[config.mk]
export PLATFORM = sky130hd
export DESIGN_NAME = shift_add_mult
export DESIGN_NICKNAME = d
export VERILOG_FILES = /design/src/rtl/shift_add_mult.sv
export SDC_FILE = /design/constraint.sdc
export NUM_CORES = 1
export LEC_CHECK = 0
export ABC_AREA = 1
export BUFFER_PORTS_ARGS = -buffer_cell sky130_fd_sc_hd__buf_4
export CAP_MARGIN = 40
export CORE_UTILIZATION = 50
export CTS_CLUSTER_SIZE = 30
export DETAILED_ROUTE_END_ITERATION = 10
export PLACE_DENSITY = 0.77
export SLEW_MARGIN = 30
export SYNTH_ARGS = -nofsm -noshare
export SYNTH_HDL_FRONTEND = slang
export SYNTH_SLANG_ARGS = --single-unit
[constraint.sdc]
create_clock -name clk -period 2.1 [get_ports clk]
set_clock_uncertainty 0.2 [all_clocks]
set_input_delay 0.105 -clock clk [delete_from_list [all_inputs] [get_ports clk]]
set_output_delay 0.105 -clock clk [all_outputs]
set_load 0.02 [all_outputs]
[src/rtl/shift_add_mult.sv]
// rtl/shift_add_mult.sv - iterative shift-and-add unsigned multiplier with valid/ready handshakes
// Optional early exit on an exhausted multiplier: define SHIFT_ADD_MULT_EARLY_TERM_EN.
module shift_add_mult #(
  parameter int WIDTH = 8
) (
  input  logic               clk,
  input  logic               rst,
  input  logic               in_valid,
  output logic               in_ready,
  input  logic [WIDTH-1:0]   a,
  input  logic [WIDTH-1:0]   b,
  output logic               out_valid,
  input  logic               out_ready,
  output logic [2*WIDTH-1:0] product,
  output logic               busy
);

  localparam int CW = $clog2(WIDTH) + 1;
  localparam logic [CW-1:0] LAST = CW'(WIDTH - 1);

  typedef enum logic [1:0] {
    IDLE = 2'd0,
    BUSY = 2'd1,
    DONE = 2'd2
  } state_t;

  state_t             state;
  logic [2*WIDTH-1:0] mcand;
  logic [WIDTH-1:0]   mplier;
  logic [CW-1:0]      count;
  logic               last_iter;

`ifdef SHIFT_ADD_MULT_EARLY_TERM_EN
  // Stop once no set bits remain above the one consumed this edge.
  assign last_iter = (count == LAST) || (mplier[WIDTH-1:1] == '0);
`else
  assign last_iter = (count == LAST);
`endif

  always_ff @(posedge clk) begin
    if (rst) begin
      state     <= IDLE;
      in_ready  <= 1'b1;
      out_valid <= 1'b0;
      busy      <= 1'b0;
      product   <= '0;
      mcand     <= '0;
      mplier    <= '0;
      count     <= '0;
    end else begin
      case (state)
        IDLE: begin
          if (in_valid) begin
            mcand    <= {{WIDTH{1'b0}}, a};
            mplier   <= b;
            product  <= '0;
            count    <= '0;
            state    <= BUSY;
            in_ready <= 1'b0;
            busy     <= 1'b1;
          end
        end
        BUSY: begin
          if (mplier[0]) begin
            product <= product + mcand;
          end
          mcand  <= mcand << 1;
          mplier <= mplier >> 1;
          count  <= count + 1'b1;
          if (last_iter) begin
            state     <= DONE;
            busy      <= 1'b0;
            out_valid <= 1'b1;
          end
        end
        DONE: begin
          // Result stays put under backpressure; accepting operands waits for IDLE.
          if (out_ready) begin
            state     <= IDLE;
            out_valid <= 1'b0;
            in_ready  <= 1'b1;
          end
        end
        default: begin
          state     <= IDLE;
          in_ready  <= 1'b1;
          out_valid <= 1'b0;
          busy      <= 1'b0;
        end
      endcase
    end
  end

endmodule

=== Word level (Yosys, flattened, before mapping) ===
Index checks and enable logic that the tools add are counted.

* $add $sub $neg: 2
* Eq/ne operators: 7
* Multiplexer cells: 22
* Bitwise logic cells: 3
* Reduce and logical (&&, ||, !) cells: 8

{| class="wikitable"
|+ Operators by type and width
! operator !! number
|-
| $pmux W16 S2 || 2
|-
| $mux W16 || 3
|-
| $add A16 B16 Y16 || 1
|-
| $pmux W8 S2 || 1
|-
| $reduce_and A3 Y1 || 5
|-
| $pmux W1 S3 || 3
|-
| $mux W8 || 1
|-
| $ne A2 B2 Y1 const B || 4
|-
| $pmux W4 S2 || 1
|-
| $mux W1 || 6
|-
| $mux W2 || 3
|-
| $pmux W2 S3 || 1
|-
| $add A4 B1 Y4 const B || 1
|-
| $eq A4 B3 Y1 const B || 1
|-
| $mux W4 || 1
|-
| $not A1 Y1 || 3
|-
| $eq A2 B1 Y1 const B || 1
|-
| $eq A2 B2 Y1 const B || 1
|-
| $logic_not A2 Y1 || 1
|-
| $reduce_and A2 Y1 || 1
|-
| $reduce_bool A2 Y1 || 1
|}

* Register bits after elaboration: 49
* Output and inout port bits: 19

=== Longest topological paths before layout ===
Gate-level depths: netlist of the first run.

* Word-level depth: 3
* Depth in mapped cells: 11
* Gate-level depth less buffers: 11

=== Worst setup path before layout of the first run ===
OpenSTA, ideal clock, no wires.

* Kind: reg2reg
* Start point: register product[0]
* End point: register product[8]
* Library setup time: 0.132 ns
* Arrival time: 1.746 ns
* Data required time: 1.768 ns
* Path slack: 0.022 ns
* Cell stages (with the launch flop): 11
* Buffers on the path: 0
* Clock period less this slack: 2.078 ns
* Cell sequence: dfxtp_1 -> ha_1 -> inv_1 -> fa_1 -> inv_1 -> nand3_1 -> nand3_1 -> a21oi_1 -> or2_2 -> nand3_1 -> a21oi_1

* Word-level cells in the longest chain between the ends: 3

{| class="wikitable"
|+ RTL lines
! element !! line !! source
|-
| start: declaration || 14 || <nowiki>output logic [2*WIDTH-1:0] product,</nowiki>
|-
| start signal: assignment || 65 || <nowiki>product <= product + mcand;</nowiki>
|-
| $add A16 B16 Y16 || 65 ||
|-
| $mux W16 || 64 || <nowiki>if (mplier[0]) begin</nowiki>
|-
| $pmux W16 S2 || 51 || <nowiki>case (state)</nowiki>
|}

Every way passes these cells. The select of a mux whose other input is x is not followed.
A chain may end at the register's enable or synchronous reset.

=== Worst setup path in the final report of the first run ===
* Start point: register mcand[0]
* End point: register product[8]

* Word-level cells in the longest chain between the ends: 3

{| class="wikitable"
|+ RTL lines
! element !! line !! source
|-
| start: declaration || 28 || <nowiki>logic [2*WIDTH-1:0] mcand;</nowiki>
|-
| start signal: assignment || 54 || <nowiki>mcand <= {{WIDTH{1'b0}}, a};</nowiki>
|-
| start signal: assignment || 67 || <nowiki>mcand <= mcand << 1;</nowiki>
|-
| $add A16 B16 Y16 || 65 ||
|-
| $mux W16 || 64 ||
|-
| $pmux W16 S2 || 51 ||
|}

Every way passes these cells. The select of a mux whose other input is x is not followed.

==> flow_metrics.tcl, run 1 <==
set metrics [dict create \
    status "finished, final reports clean" \
    setup_violations 0 \
    final_cell_mix "nand2_1 (159), inv_1 (52), a21oi_1 (47), dfxtp_1 (47), buf_4 (41)" \
    coreArea_um2 5540 \
    switching_share_pct 27.8 \
    ir_worst_vdd_v 0.000386 \
    drv_slew 0 \
    critPathSlowestCell "dfxtp_2" \
    grt_setup_unrepaired "false" \
    cts_htree_levels 2 \
    synth-xor-area-share_pct 0.304 \
    drt_iter0_drc 114 \
    p_seq_share_pct 49.3 \
    p_int_uw 1470 \
    row_count 27 \
    crit_type "reg2reg" \
    clk_pin_slew_worst_paths_ns 0.09 \
    die-area_um2 6060 \
    worstHoldPathCells 4 \
    worst_setup_path_start_kind "flip-flop" \
    firstDrtPassIters 4 \
    crit_fanout 4 \
    slew_headroom_pct 70.7 \
    synth_top_family_by_area "simple AND/OR/NAND/NOR gates" \
    initial_core_util_pct 51.9 \
    fin_crit_ns 2.00 \
    diodes 0 \
    antenna_found_initial 0 \
    finalCritPeriodShare_pct 95.2 \
    grt_pass1_vias 2578 \
    avgRoutedWirePerCell_um 11.8 \
    drc 0 \
    reg2reg_depth 10 \
    timing_hold_violations_final 0 \
    clkLatencyLatePin_ns 0.31 \
    netlist_instances 426 \
    fp.dieH_um 77.9 \
    io_pins 39 \
    slowest_delay_ns 0.35 \
    drtAntennaViolNets 0 \
    cts_buffer_depth 2 \
    cts_made_buffers 5 \
    io_buffers 38 \
    place_congestion 0.938 \
    cts_tree "yes" \
    grt_pass1_wl_um 11300 \
    synth_fa_ha_area_share_pct 7.65 \
    fin_setup_tns_ns 0 \
    die_w_um 77.9 \
    synth_mux_area_share_pct 0 \
    hold_class "in2reg" \
    fill_cells 511 \
    viasPerCell 5.14 \
    vias 2836 \
    root_buffer "clkbuf_8" \
    layout_commonest_cell "nand2_1" \
    syn_area_um2 2880 \
    total_power_uw 2030 \
    cp-end-kind "flip-flop" \
    grt_max_degree 41 \
    maxCapViolCount 0 \
    syn-num-nets 463 \
    drt_wl_total_um 6530 \
    synth_seq_area_share_pct 34.1 \
    ys_ff_latch 49 \
    area_growth_syn_to_layout_pct 21.0 \
    avgSynthCellArea_um2 6.76 \
    crit_chain "ha_2 > inv_1 > fa_2 > inv_2 > nand3_1 > nand3_2 > a21oi_1 > or2_2 > nand3_1 > a21oi_1" \
    pwr-share-clk_pct 33.4 \
    yosysWarnings 0 \
    synth_simple_gate_area_share_pct 33.8 \
    cts.sinks 49 \
    grt_overflow 0 \
    arrival_ns 1.97 \
    power.leakage_uw 0.00169 \
    ys_types 34 \
    p_comb_share_pct 17.3 \
    ff2ff_setup_slack_ns 0.10 \
    power_switching_uw 564 \
    grt_usage_pct 23.3 \
    worst_pin_slew_ns 0.440 \
    cellPowerDensity_nw_per_um2 584 \
    synth-compound-area-share_pct 13.2 \
    place_hpwl_um 4530 \
    design.final.nets 516 \
    max_freq_mhz 500 \
    worst_ep_required_time_ns 2.08 \
    layout-drive-gt1-share_pct 14.4 \
]
==> Yosys cell counts, drive strengths merged <==
library cell	n	area (µm²)
a22oi	5	37.5
o21ai	4	20.0
clkbuf	4	15.0
xor2	1	8.76
dfxtp	49	981
fa	1	20.0
nand3	25	125
a211oi	1	7.51
nor2	18	140
a21oi	47	235
and2	1	6.26
nor3	4	20.0
clkinv	1	3.75
ha	16	200
a31oi	6	37.5
o211ai	3	27.5
buf	9	82.6
o22ai	1	6.26
o31ai	1	7.51
nand4	2	12.5
inv	57	214
or2	7	43.8
nand3b	3	22.5
nand2	160	603
==> final timing paths <==
kind / start / endpoint
worst min register to register: out_valid / out_valid
worst max-delay path: mcand[0] / product[8]
worst min-delay path: rst / mplier[5]
worst max register to register: mcand[0] / product[8]
==> through the flow <==
stage | util, % | cells | cell area, µm² | setup WS (ns) | hold WS (ns)
after detailed placement | 57.2 | 525 | 3170 | 0.0515 | 0.184
final | 62.8 | 552 | 3480 | 0.102 | 0.0115
after floorplan | - | 426 | 2880 | 0.0219 | 0.0522
after global placement | 57.2 | 525 | 3170 | 0.0957 | 0.176
after global routing | 62.8 | 552 | 3480 | 0.00208 | 0.0162
after CTS | 62.5 | 551 | 3460 | 0.00173 | 0.00128
==> power by group through the flow <==
| stage | Combinational, µW | Sequential, µW | Clock [µW] |
|---|---|---|---|
| final | 351 | 1000 | 679 |
| after global routing | 391 | 1010 | 735 |
| after floorplan | 250 | 1030 | 0 |
| after detailed placement | 321 | 1020 | 0 |
| after global placement | 317 | 1020 | 0 |
| after CTS | 348 | 1000 | 698 |
==> cell type report <==
cell class              instances  area [µm²]  share of cell area, %
multi-input cells             306        1590                   45.7
inverters                      58         218                   6.25
well taps                      72        90.1                   2.59
clock inverters                 2        38.8                   1.11
repair buffers                 59         488                   14.0
flip-flops and latches         49         983                   28.2
clock buffers                   6        72.6                   2.08
==> cells by family after synthesis <==
logic type,count (synthesis)
compound gates,68
simple gates,220
fa+ha+maj,17
xor+xnor,1
flops,49
buf+inv,71
==> metal layers <==
metal  global-route usage, %  wire [µm]  vias up
li1                        -          -     1467
met1                    28.6       3070     1299
met2                    40.6       3140       61
met3                    4.59        227        9
met4                    7.55         99        0
met5                       0          0        -
==> registers in the layout, summed over array words and instances, names as in the netlist <==
name / count
mcand: 16
product: 16
mplier: 8
count: 4
state: 2
busy: 1
in_ready: 1
out_valid: 1
==> critical path: cells and delay by family, from the launching register on <==
kind	cells	cell delay, ns
and+or+nand+nor	4	0.53
adders and majority gates	2	0.50
DFF	1	0.35
AOI/OAI and AO/OA	2	0.15
buffers and inverters	2	0.13
==> repair_timing <==
action                                  CTS  global route
gates resized for setup                   0             6
hold endpoints to repair                 19             0
setup buffers                             0             1
hold buffers                             18             0
endpoints found under the setup margin    0             4
Power figures use the tool's default switching activity.
==> run 2: changes to the inputs <==
ABC_AREA = not set   (was 1)
==> run 2 against run 1 <==
- the run now ends with negative setup slack left
- sequential power is essentially flat
- setup slack lost 0.37 ns
- power shrank 0.16%
- largest cell class unchanged
- combinational power shrank 9.7%
- count of clock-buffer cells in the layout is the same
- sequential share of layout area grew 0.22 points
- sequential cell count is the same
- non-clock buffer count grew 17
- critical path depth shrank 1
==> flow_metrics.tcl, run 2 <==
set metrics [dict create \
    place_congestion 0.891 \
    io_buffers 38 \
    cts_tree "yes" \
    coreArea_um2 5110 \
    worst_pin_slew_ns 0.482 \
    avgRoutedWirePerCell_um 14.7 \
    whs_ns 0.0113 \
    worst_ep_required_time_ns 2.10 \
    layout-drive-gt1-share_pct 30.6 \
    timing_hold_violations_final 0 \
    layout_commonest_cell "nor2_1" \
    fp.dieH_um 74.7 \
    synth_largest_area_cell "dfxtp_1" \
    drv_slew 0 \
    place_hpwl_um 4450 \
    synthTopCellsByArea "dfxtp_1 (37%), nor2_1 (11%), ha_1 (7.6%)" \
    firstDrtPassIters 4 \
    diodes 0 \
    crit_chain "ha_4 > inv_2 > fa_2 > and2b_1 > o211ai_2 > a21o_1 > o311a_1 > xnor2_1 > a22o_2" \
    worst_setup_path_start_kind "flip-flop" \
    final_cell_mix "nor2_1 (77), buf_4 (72), dfxtp_1 (42)" \
    cp-end-kind "flip-flop" \
    crit_type "reg2reg" \
    netlist_instances 318 \
    power.leakage_uw 0.00149 \
    yosysWarnings 0 \
    syn_area_um2 2640 \
    vias 2504 \
    ys_ff_latch 49 \
    synth.most_common_cell "nor2_1" \
    viasPerCell 5.54 \
    syn-num-nets 355 \
    ir_worst_vdd_v 0.000452 \
    synth-edff-count 0 \
    cts.sinks 49 \
    grt_usage_pct 23.8 \
    setup_ws_ns -0.270 \
    max_freq_mhz 422 \
    synth_mux_area_share_pct 0.757 \
    setup_violations 5 \
    cellPowerDensity_nw_per_um2 582 \
    critPathSlowestCell "dfxtp_2" \
    row_count 26 \
    cts_buffer_depth 2 \
    synth_top_area_share_pct 37.1 \
    postPlaceCellArea_um2 3170 \
    die_w_um 74.7 \
    fin_crit_ns 2.37 \
    grt_max_degree 42 \
    area_growth_syn_to_layout_pct 31.9 \
    stdcell_area_um2 3490 \
    io_pins 39 \
    maxCapViolCount 0 \
    drt_wl_total_um 6650 \
    crit_fanout 2 \
    cts_htree_levels 2 \
    synth-xor-area-share_pct 4.64 \
    design.final.nets 418 \
    cts_made_buffers 5 \
    drt_iter0_drc 164 \
    async_flop_share_pct 0 \
    total_power_uw 2030 \
    synth_flop_cell "dfxtp_1" \
    hold_class "in2reg" \
    clk_pin_slew_worst_paths_ns 0.09 \
    grt_pass1_wl_um 10100 \
    synth_seq_area_share_pct 37.1 \
    violations "negative setup slack" \
    antenna_found_initial 0 \
    arrival_ns 2.37 \
    synth_fa_ha_area_share_pct 8.33 \
    synth_simple_gate_area_share_pct 20.2 \
    finalCritPeriodShare_pct 113 \
    root_buffer "clkbuf_8" \
    synthTopCellsByCount "nor2_1 (77), dfxtp_1 (49), a21oi_1 (20)" \
    drc 0 \
    grt_overflow 0 \
    slowest_delay_ns 0.36 \
    slew_headroom_pct 67.8 \
    avgSynthCellArea_um2 8.31 \
    initial_core_util_pct 51.8 \
    synth_top_family_by_area "compound AO/OA/AOI/OAI gates" \
    grt_pass1_vias 2148 \
    die-area_um2 5580 \
    grt_setup_unrepaired "true" \
    synth-compound-area-share_pct 24.5 \
    status "complete, but fails checks" \
    ys_types 49 \
    clkLatencyLatePin_ns 0.30 \
    top_regs "mcand x16, product x16, mplier x8" \
    drtAntennaViolNets 0 \
]
run 2: changes by cell type after synthesis, sizes merged, moves of 5 or more:
cell and change:
a22o +9, nand2 -148, a2bb2oi +13, nor3 +15
a22oi +13, or2 -6, inv -52, o21ai +6
a21oi -26, nor2 +59, a31oi -5, xnor2 +12
nand3 -22, clkbuf +10
run 2: layout make-up:
type / instances / area [µm²]
clock buffer: 6 / 82.6
sequential: 49 / 992
fill: 415 / 1620
timing repair buffer: 76 / 582
tap: 70 / 87.6
clock inverter: 2 / 37.5
multi-input combinational: 244 / 1690
inverter: 5 / 18.8
run 2: cell families (layout without fill, tap and decap cells):
kind of cell,after synthesis,count (layout)
AOI/OAI and AO/OA,89,89
xor gates and xnor gates,14,14
adders and majority gates,17,17
and+or+nand+nor,122,122
DFF,49,49
buffers and inverters,25,89
muxes,2,2
run 2: report_power, final:
group,switching [µW],internal (µW)
registers,32.2,965
logic,162,155
clock network,327,388
run 2: worst paths after layout:
kind | startpoint | end | slack [ns] | cells after the start
hold reg to reg | mplier[1] | mplier[1] | 0.30 | 2
hold / removal | rst | product[3] | 0.01 | 2
setup / recovery | mcand[0] | product[14] | -0.27 | 9
setup reg to reg | mcand[0] | product[14] | -0.27 | 9
run 2: stage by stage:
| step | setup slack (ns) | instances | util, % | TNS, ns |
|---|---|---|---|---|
| floorplan | -0.220 | 318 | - | -0.341 |
| global placement | -0.189 | 436 | 62.0 | -0.493 |
| detailed placement | -0.260 | 436 | 62.0 | -0.820 |
| CTS | -0.253 | 449 | 65.8 | -0.545 |
| global route | -0.357 | 452 | 68.3 | -1.22 |
| finish | -0.270 | 452 | 68.3 | -0.673 |
run 2: metal layers:
layer | wire (µm) | vias up | global-route usage, %
li1 | - | 1260 | -
met1 | 3010 | 1182 | 31.7
met2 | 3310 | 55 | 39.6
met3 | 284 | 7 | 4.95
met4 | 48 | 0 | 5.24
met5 | 0 | - | 0
run 2: what timing repair did:
action,CTS,global route
hold endpoints to repair,5,0
resized for setup,6,16
buffers inserted,2,3
hold buffers,3,0
endpoints found under the setup margin,8,10
pin swaps,9,11
run 2: worst max-delay path: cells and delay by family (launching register included):
kind | cells | cell delay [ns]
AO/OA/AOI/OAI | 4 | 0.83
buffers and inverters | 1 | 0.03
AND/OR/NAND/NOR | 1 | 0.24
flip-flops | 1 | 0.36
XOR/XNOR | 1 | 0.13
adder cells (fa/ha/maj) | 2 | 0.47
